<file path="src/rtl/regfile_access_ctrl.sv">
// Access controller for a 16x16 register array: scrubs after reset, arbitrates CPU/debug
// requests round-robin, drives one-hot strobes and registers read responses with bypass.
module regfile_access_ctrl #(
  parameter int NUM_REGS = 16,
  parameter int DATA_W   = 16,
  parameter int ADDR_W   = 4,
  parameter bit SCRUB_EN = 1'b1
) (
  input  logic                clk,
  input  logic                rst,
  input  logic                cpu_valid,
  output logic                cpu_ready,
  input  logic                cpu_we,
  input  logic [ADDR_W-1:0]   cpu_waddr,
  input  logic [DATA_W-1:0]   cpu_wdata,
  input  logic [ADDR_W-1:0]   cpu_raddr1,
  input  logic [ADDR_W-1:0]   cpu_raddr2,
  input  logic                dbg_valid,
  output logic                dbg_ready,
  input  logic                dbg_we,
  input  logic [ADDR_W-1:0]   dbg_addr,
  input  logic [DATA_W-1:0]   dbg_wdata,
  output logic [DATA_W-1:0]   rf_D,
  output logic [NUM_REGS-1:0] rf_WriteReg,
  output logic [NUM_REGS-1:0] rf_RdEn1,
  output logic [NUM_REGS-1:0] rf_RdEn2,
  input  logic [DATA_W-1:0]   rf_Bitline1,
  input  logic [DATA_W-1:0]   rf_Bitline2,
  output logic                rsp_valid,
  output logic                rsp_dbg,
  output logic [DATA_W-1:0]   rsp_data1,
  output logic [DATA_W-1:0]   rsp_data2,
  output logic                scrub_busy
);

  typedef enum logic {ST_SCRUB, ST_RUN} state_t;
  typedef enum logic {GNT_CPU, GNT_DBG} grant_t;

  localparam state_t RESET_STATE = SCRUB_EN ? ST_SCRUB : ST_RUN;

  state_t              state_q, state_d;
  grant_t              last_grant_q, last_grant_d;
  logic [ADDR_W-1:0]   scrub_ptr_q, scrub_ptr_d;
  logic                rsp_valid_q, rsp_valid_d;
  logic                rsp_dbg_q, rsp_dbg_d;
  logic [DATA_W-1:0]   rsp_data1_q, rsp_data1_d;
  logic [DATA_W-1:0]   rsp_data2_q, rsp_data2_d;
  logic                grant_cpu, grant_dbg;

  function automatic logic in_range(input logic [ADDR_W-1:0] a);
    in_range = (int'(a) < NUM_REGS);
  endfunction

  // Out-of-range addresses decode to no strobe at all.
  function automatic logic [NUM_REGS-1:0] onehot(input logic [ADDR_W-1:0] a);
    onehot = '0;
    if (in_range(a)) onehot[a] = 1'b1;
  endfunction

  always_ff @(posedge clk or negedge rst) begin
    if (!rst) begin
      state_q      <= RESET_STATE;
      last_grant_q <= GNT_DBG;
      scrub_ptr_q  <= '0;
      rsp_valid_q  <= 1'b0;
      rsp_dbg_q    <= 1'b0;
      rsp_data1_q  <= '0;
      rsp_data2_q  <= '0;
    end else begin
      state_q      <= state_d;
      last_grant_q <= last_grant_d;
      scrub_ptr_q  <= scrub_ptr_d;
      rsp_valid_q  <= rsp_valid_d;
      rsp_dbg_q    <= rsp_dbg_d;
      rsp_data1_q  <= rsp_data1_d;
      rsp_data2_q  <= rsp_data2_d;
    end
  end

  // Outputs are forced quiet while reset is held so no strobe leaks onto the array.
  always_comb begin
    state_d      = state_q;
    last_grant_d = last_grant_q;
    scrub_ptr_d  = scrub_ptr_q;
    rsp_valid_d  = 1'b0;
    rsp_dbg_d    = 1'b0;
    rsp_data1_d  = rsp_data1_q;
    rsp_data2_d  = rsp_data2_q;
    grant_cpu    = 1'b0;
    grant_dbg    = 1'b0;
    cpu_ready    = 1'b0;
    dbg_ready    = 1'b0;
    rf_D         = '0;
    rf_WriteReg  = '0;
    rf_RdEn1     = '0;
    rf_RdEn2     = '0;

    if (rst) begin
      case (state_q)
        ST_SCRUB: begin
          rf_WriteReg = onehot(scrub_ptr_q);
          scrub_ptr_d = scrub_ptr_q + 1'b1;
          if (scrub_ptr_q == ADDR_W'(NUM_REGS - 1)) begin
            scrub_ptr_d = '0;
            state_d     = ST_RUN;
          end
        end
        ST_RUN: begin
          grant_cpu = cpu_valid && (!dbg_valid || (last_grant_q == GNT_DBG));
          grant_dbg = dbg_valid && !grant_cpu;
          cpu_ready = grant_cpu;
          dbg_ready = grant_dbg;

          if (grant_cpu) begin
            last_grant_d = GNT_CPU;
            rf_RdEn1     = onehot(cpu_raddr1);
            rf_RdEn2     = onehot(cpu_raddr2);
            if (cpu_we) begin
              rf_WriteReg = onehot(cpu_waddr);
              rf_D        = cpu_wdata;
            end
            rsp_valid_d = 1'b1;
            rsp_data1_d = '0;
            rsp_data2_d = '0;
            // The array returns the old value this cycle, so forward the write data.
            if (in_range(cpu_raddr1)) begin
              rsp_data1_d = (cpu_we && in_range(cpu_waddr) && (cpu_raddr1 == cpu_waddr))
                            ? cpu_wdata : rf_Bitline1;
            end
            if (in_range(cpu_raddr2)) begin
              rsp_data2_d = (cpu_we && in_range(cpu_waddr) && (cpu_raddr2 == cpu_waddr))
                            ? cpu_wdata : rf_Bitline2;
            end
          end else if (grant_dbg) begin
            last_grant_d = GNT_DBG;
            if (dbg_we) begin
              rf_WriteReg = onehot(dbg_addr);
              rf_D        = dbg_wdata;
            end else begin
              rf_RdEn1    = onehot(dbg_addr);
              rsp_valid_d = 1'b1;
              rsp_dbg_d   = 1'b1;
              rsp_data1_d = in_range(dbg_addr) ? rf_Bitline1 : '0;
              rsp_data2_d = '0;
            end
          end
        end
        default: state_d = RESET_STATE;
      endcase
    end
  end

  assign rsp_valid  = rsp_valid_q;
  assign rsp_dbg    = rsp_dbg_q;
  assign rsp_data1  = rsp_data1_q;
  assign rsp_data2  = rsp_data2_q;
  assign scrub_busy = (state_q == ST_SCRUB);

endmodule

</file>
<file path="config.mk">
export PLATFORM = sky130hd
export DESIGN_NAME = regfile_access_ctrl
export DESIGN_NICKNAME = d
export VERILOG_FILES = /design/src/rtl/regfile_access_ctrl.sv
export SDC_FILE = /design/constraint.sdc
export NUM_CORES = 1
export LEC_CHECK = 0
export ABC_AREA = 1
export BUFFER_PORTS_ARGS = -buffer_cell sky130_fd_sc_hd__buf_2
export CORE_ASPECT_RATIO = 1.5
export CORE_MARGIN = 2
export CORE_UTILIZATION = 30
export DETAILED_ROUTE_END_ITERATION = 10
export GPL_TIMING_DRIVEN = 1
export SLEW_MARGIN = 25
export SYNTH_ARGS = -nofsm -noshare
export SYNTH_HDL_FRONTEND = slang
export SYNTH_SLANG_ARGS = --single-unit
</file>
<file path="constraint.sdc">
create_clock -name clk -period 3.75 [get_ports clk]
set_clock_uncertainty 0.05 [all_clocks]
set_input_delay 0 -clock clk [delete_from_list [all_inputs] [get_ports clk]]
set_output_delay 0 -clock clk [all_outputs]
set_load 0.02 [all_outputs]
</file>
==> Word level (Yosys, flattened, before mapping) <==
Cells that the tools add are included.
{ "classes": {"addsub": 1, "multipliers": 0, "n_div": 0, "order_cmp": 10, "n_eq_ne": 4, "n_shift": 0, "n_mux": 55, "n_bitwise": 1, "reduce_logical": 16} }
{ "ops": {"columns": ["op", "count"], "rows": [
  ["two-way mux 16 bit", 27],
  ["case mux 16 bit (2 select lines)", 1],
  ["less-than comparator 4 x 5 -> 1 bit (second input constant)", 5],
  ["two-way mux 1 bit", 21],
  ["demux 1 bit (select 4 bit)", 5],
  [">= comparator 4 x 1 -> 1 bit (second input constant)", 5],
  ["logical AND 1 bit", 9],
  ["== test 4 bit", 2],
  ["adder 4 x 1 -> 4 bit (second input constant)", 1],
  ["== test 4 bit (second input constant)", 1],
  ["two-way mux 4 bit", 1],
  ["AND reduction 4 bit", 1],
  ["AND reduction 3 bit", 1],
  ["zero test 1 bit", 2],
  ["inequality test 2 x 1 -> 1 bit (second input constant)", 1],
  ["AND reduction 2 bit", 1],
  ["nonzero test 2 bit", 1],
  ["logical OR 1 bit", 1],
  ["NOT 1 bit", 1]
]} }
{ "word_totals": {"reg_bits": 40, "latchBits": 0, "ram_bits": 0, "rom_bits": 0, "input_bits": 86, "output_inout_bits": 101, "elab_cells": 94, "memories": 0} }

==> Longest topological paths before layout <==
{ "depth": {"depth_word": 9, "mapped_depth": 10, "depth_no_buf": 9} }

==> Worst setup path before layout <==
No wires, ideal clock.
{ "synth_path": {"path_kind": "register -> output", "startpoint": "register state_q", "endpoint": "output port rf_WriteReg[0]", "arrival_ns": 1.626, "t_required_ns": 3.700, "slack_ns": 2.074, "path_stages_with_launch": 5, "n_path_buf": 1, "cell_sequence": "dfrtp_1 > nor2_1 > buf_2 > nand2_1 > o311ai_0"} }
{ "synth_via": {"elab_chain_len": 3} }
{ "synth_lines": {"columns": ["element", "line", "text"], "rows": [
  ["from (decl)", "41", "state_t state_q, state_d;"],
  ["from (signal assigned)", "70", "state_q <= state_d;"],
  ["NOT 1 bit", null, null],
  ["case mux 16 bit (2 select lines) (*)", "99", "case (state_q)"],
  ["two-way mux 16 bit (*)", "98", "if (rst) begin"],
  ["to (decl)", "24", "output logic [NUM_REGS-1:0] rf_WriteReg,"]
]} }
Every way passes the cells marked *; elsewhere a longest branch is shown, timed or not.

==> Worst setup path after layout <==
{ "layout_path": {"startpoint": "input port rst", "endpoint": "output port rf_WriteReg[0]"} }
{ "layout_via": {"elab_chain_len": 1} }
{ "layout_lines": {"columns": ["element", "line", "text"], "rows": [
  ["from (decl)", "10", "input logic rst,"],
  ["two-way mux 16 bit", "98", null]
]} }
No other way between the ends.

==> impl_metrics.json <==
{
  "fin_cells": 909,
  "cts_root_buf": "clkbuf_16",
  "ys_types": 30,
  "ys_seq_area_share_pct": 29.3,
  "drive_gt1_share_pct": 29.0,
  "antenna_found_initial": 0,
  "peakVddDrop_mv": 0.203,
  "synth_top_area_share_pct": 28.6,
  "dr.pass1.iters": 5,
  "nets": 851,
  "power_density_mw_per_mm2": 310,
  "grt_pass1_vias": 4533,
  "core_mm2": 0.0111,
  "dpl_cell_area_mm2": 0.00443,
  "yosysTopAreaCell": "dfrtp_1",
  "grt_usage_pct": 23.1,
  "routed_wl_mm": 14.6,
  "synth_edf_count": 0,
  "rows": 47,
  "numPortBuffers": 186,
  "die_area_mm2": 0.0123,
  "p_leak_uw": 0.00289,
  "clkTransAtPathRegs_ns": 0.06,
  "tightest_slew_ns": 0.819,
  "min_path_type": "in -> reg",
  "rsz0062_at_grt": "false",
  "status": "finished clean",
  "fin_area_mm2": 0.00491,
  "post-route-util_pct": 44.4,
  "placed_cells": 870,
  "synth_area_leaders": "dfrtp_1, nand2_1, nand3_1",
  "post_cts_buffers": 0,
  "cts_tree": "built",
  "wl_per_cell_um": 16.1,
  "pin_count": 187,
  "n_fill_cell": 1213,
  "fp.dieH_um": 135,
  "synth_fp_nets": 644,
  "n_antenna_cell": 0,
  "ys_warn_count": 0,
  "cts_sinks": 40,
  "grt_pass1_wl_mm": 22.7,
  "die_w_um": 91.1,
  "ys_ff_latch": 40,
  "finalMaxSlewViolations": 0,
  "cp-end-kind": "primary output",
  "synth_cells": 554,
  "finalSetupViolCount": 0,
  "power_uw": 1520,
  "synth_flop_cell": "dfrtp_1",
  "h-tree-depth": 2,
  "cp_data_required_time_ns": 3.70,
  "area_delta_synth_final_pct": 43.8,
  "fmax_ghz": 0.368,
  "ff2ff_path_depth": 8,
  "async_flop_share_pct": 100,
  "synthTopCellsByCount": "nand2_1, inv_1, nand3_1",
  "min_from": "rf_Bitline1[2]",
  "vias": 4469,
  "slew-limit-headroom_pct": 45.3,
  "hold_viol": 0,
  "hold_depth": 5,
  "r2r_start": "last_grant_q",
  "syn_avg_cell_area_um2": 6.17,
  "cts_buffers": 5,
  "start_kind": "primary input",
  "ant_nets": 0,
  "r2r-end": "rsp_data1[3]",
  "rrSetupSlack_ns": 1.91,
  "clockBufferDepth": 2,
  "grt_max_degree": 42,
  "min_to": "rsp_data1[2]",
  "arrival_ns": 2.66,
  "synth_area_mm2": 0.00342,
  "post-route-period-util_pct": 72.4,
  "viasPerCell": 4.92,
  "worstSetupPathType": "in -> out",
  "crit_path_max_fanout": 41,
  "finalSetupTns_ns": 0,
  "yosysMostFrequentCell": "nand2_1",
  "clk_latency_ns": 0.29,
  "drv_cap": 0,
  "drt_iter0_markers": 216,
  "initial_core_util_pct": 30.9,
  "fin_crit_ns": 2.71,
  "drcViolationCount": 0,
  "cts_resized": 0,
  "dpl.hpwl_mm": 11.2,
  "overflow": 0,
  "place_congestion": 1.01
}
layer usage:
layer	share of wire, %	up-vias	wire length, um	global-route usage [%]
met1	38	2025	5540	25.5
met4	3.4	0	501	9.60
met5	0	-	0	0
li1	-	2191	-	-
met3	6.2	34	909	3.24
met2	52	219	7640	43.9
power by group:
group          total (uW)  leakage (uW)  switching, uW  internal (uW)
Combinational         496       0.00232            326            169
Sequential            524      0.000491           33.2            491
Clock                 502     0.0000798            189            313
cell type report:
cell class                 instances  area, um^2  share of cell area [%]
timing repair buffer             221        1270                    25.9
tap                              147         184                    3.74
inverter                          86         323                    6.57
clock inverter                     3        42.5                   0.866
multi-input combinational        407        1960                    40.0
clock buffer                       5         125                    2.55
sequential                        40        1000                    20.4
through the flow:
stage               hold WS, ns  setup slack (ns)
detailed placement        0.143              1.56
global placement          0.141              1.51
finish                   0.0104              1.04
global route             0.0376             0.788
floorplan                -0.346              2.07
CTS                      0.0113              1.02
cells by family (layout without fill, tap and decap cells):
| family | Yosys count | count (layout) | synth area share (%) |
|---|---|---|---|
| AOI/OAI and AO/OA | 56 | 56 | 10.7 |
| xor gates and xnor gates | 2 | 2 | 0.513 |
| adders and majority gates | 4 | 4 | 1.47 |
| buffers and inverters | 107 | 315 | 13.2 |
| DFF | 40 | 40 | 29.3 |
| muxes | 1 | 1 | 0.293 |
| and+or+nand+nor | 344 | 344 | 44.5 |
critical path: stages:
cell and delay, ns:
dlygate4sd3_1 0.53, buf_2 0.15, buf_4 0.48, inv_1 0.14, nor2_1 0.49, nand2_1 0.27, o311ai_0 0.37, buf_2 0.24
how the worst max path moves through the flow:
stage,from,end,slack [ns],depth (start not counted)
floorplan,state_q,rf_WriteReg[0],2.07,4
global placement,rst,rf_WriteReg[0],1.51,7
detailed placement,rst,rf_WriteReg[0],1.56,7
CTS,rst,rf_WriteReg[0],1.02,8
global route,rst,rf_WriteReg[0],0.79,8
finish,rst,rf_WriteReg[0],1.04,8
sequential cells by signal, summed over array words and instances (netlist names):
signal,flops
rsp_dbg,1
last_grant_q,1
state_q,1
scrub_ptr_q,4
rsp_data1,16
rsp_data2,16
rsp_valid,1
layout by cell type (no fill, tap or decap), types with 6 or more instances in the layout:
cell type,count
a22oi_1,17
buf_2,186
dfrtp_1,39
dlygate4sd3_1,31
inv_1,78
inv_2,8
nand2_1,178
nand3_1,67
nand4_1,19
nor2_1,66
o21ai_0,18
o21ai_1,6
o221ai_1,7
repair_timing:
item	4_1_cts	5_1_grt
endpoints found under the hold margin	69	0
hold buffers	31	0
endpoints found under the setup margin	0	0
Power figures use the tool's default switching activity.
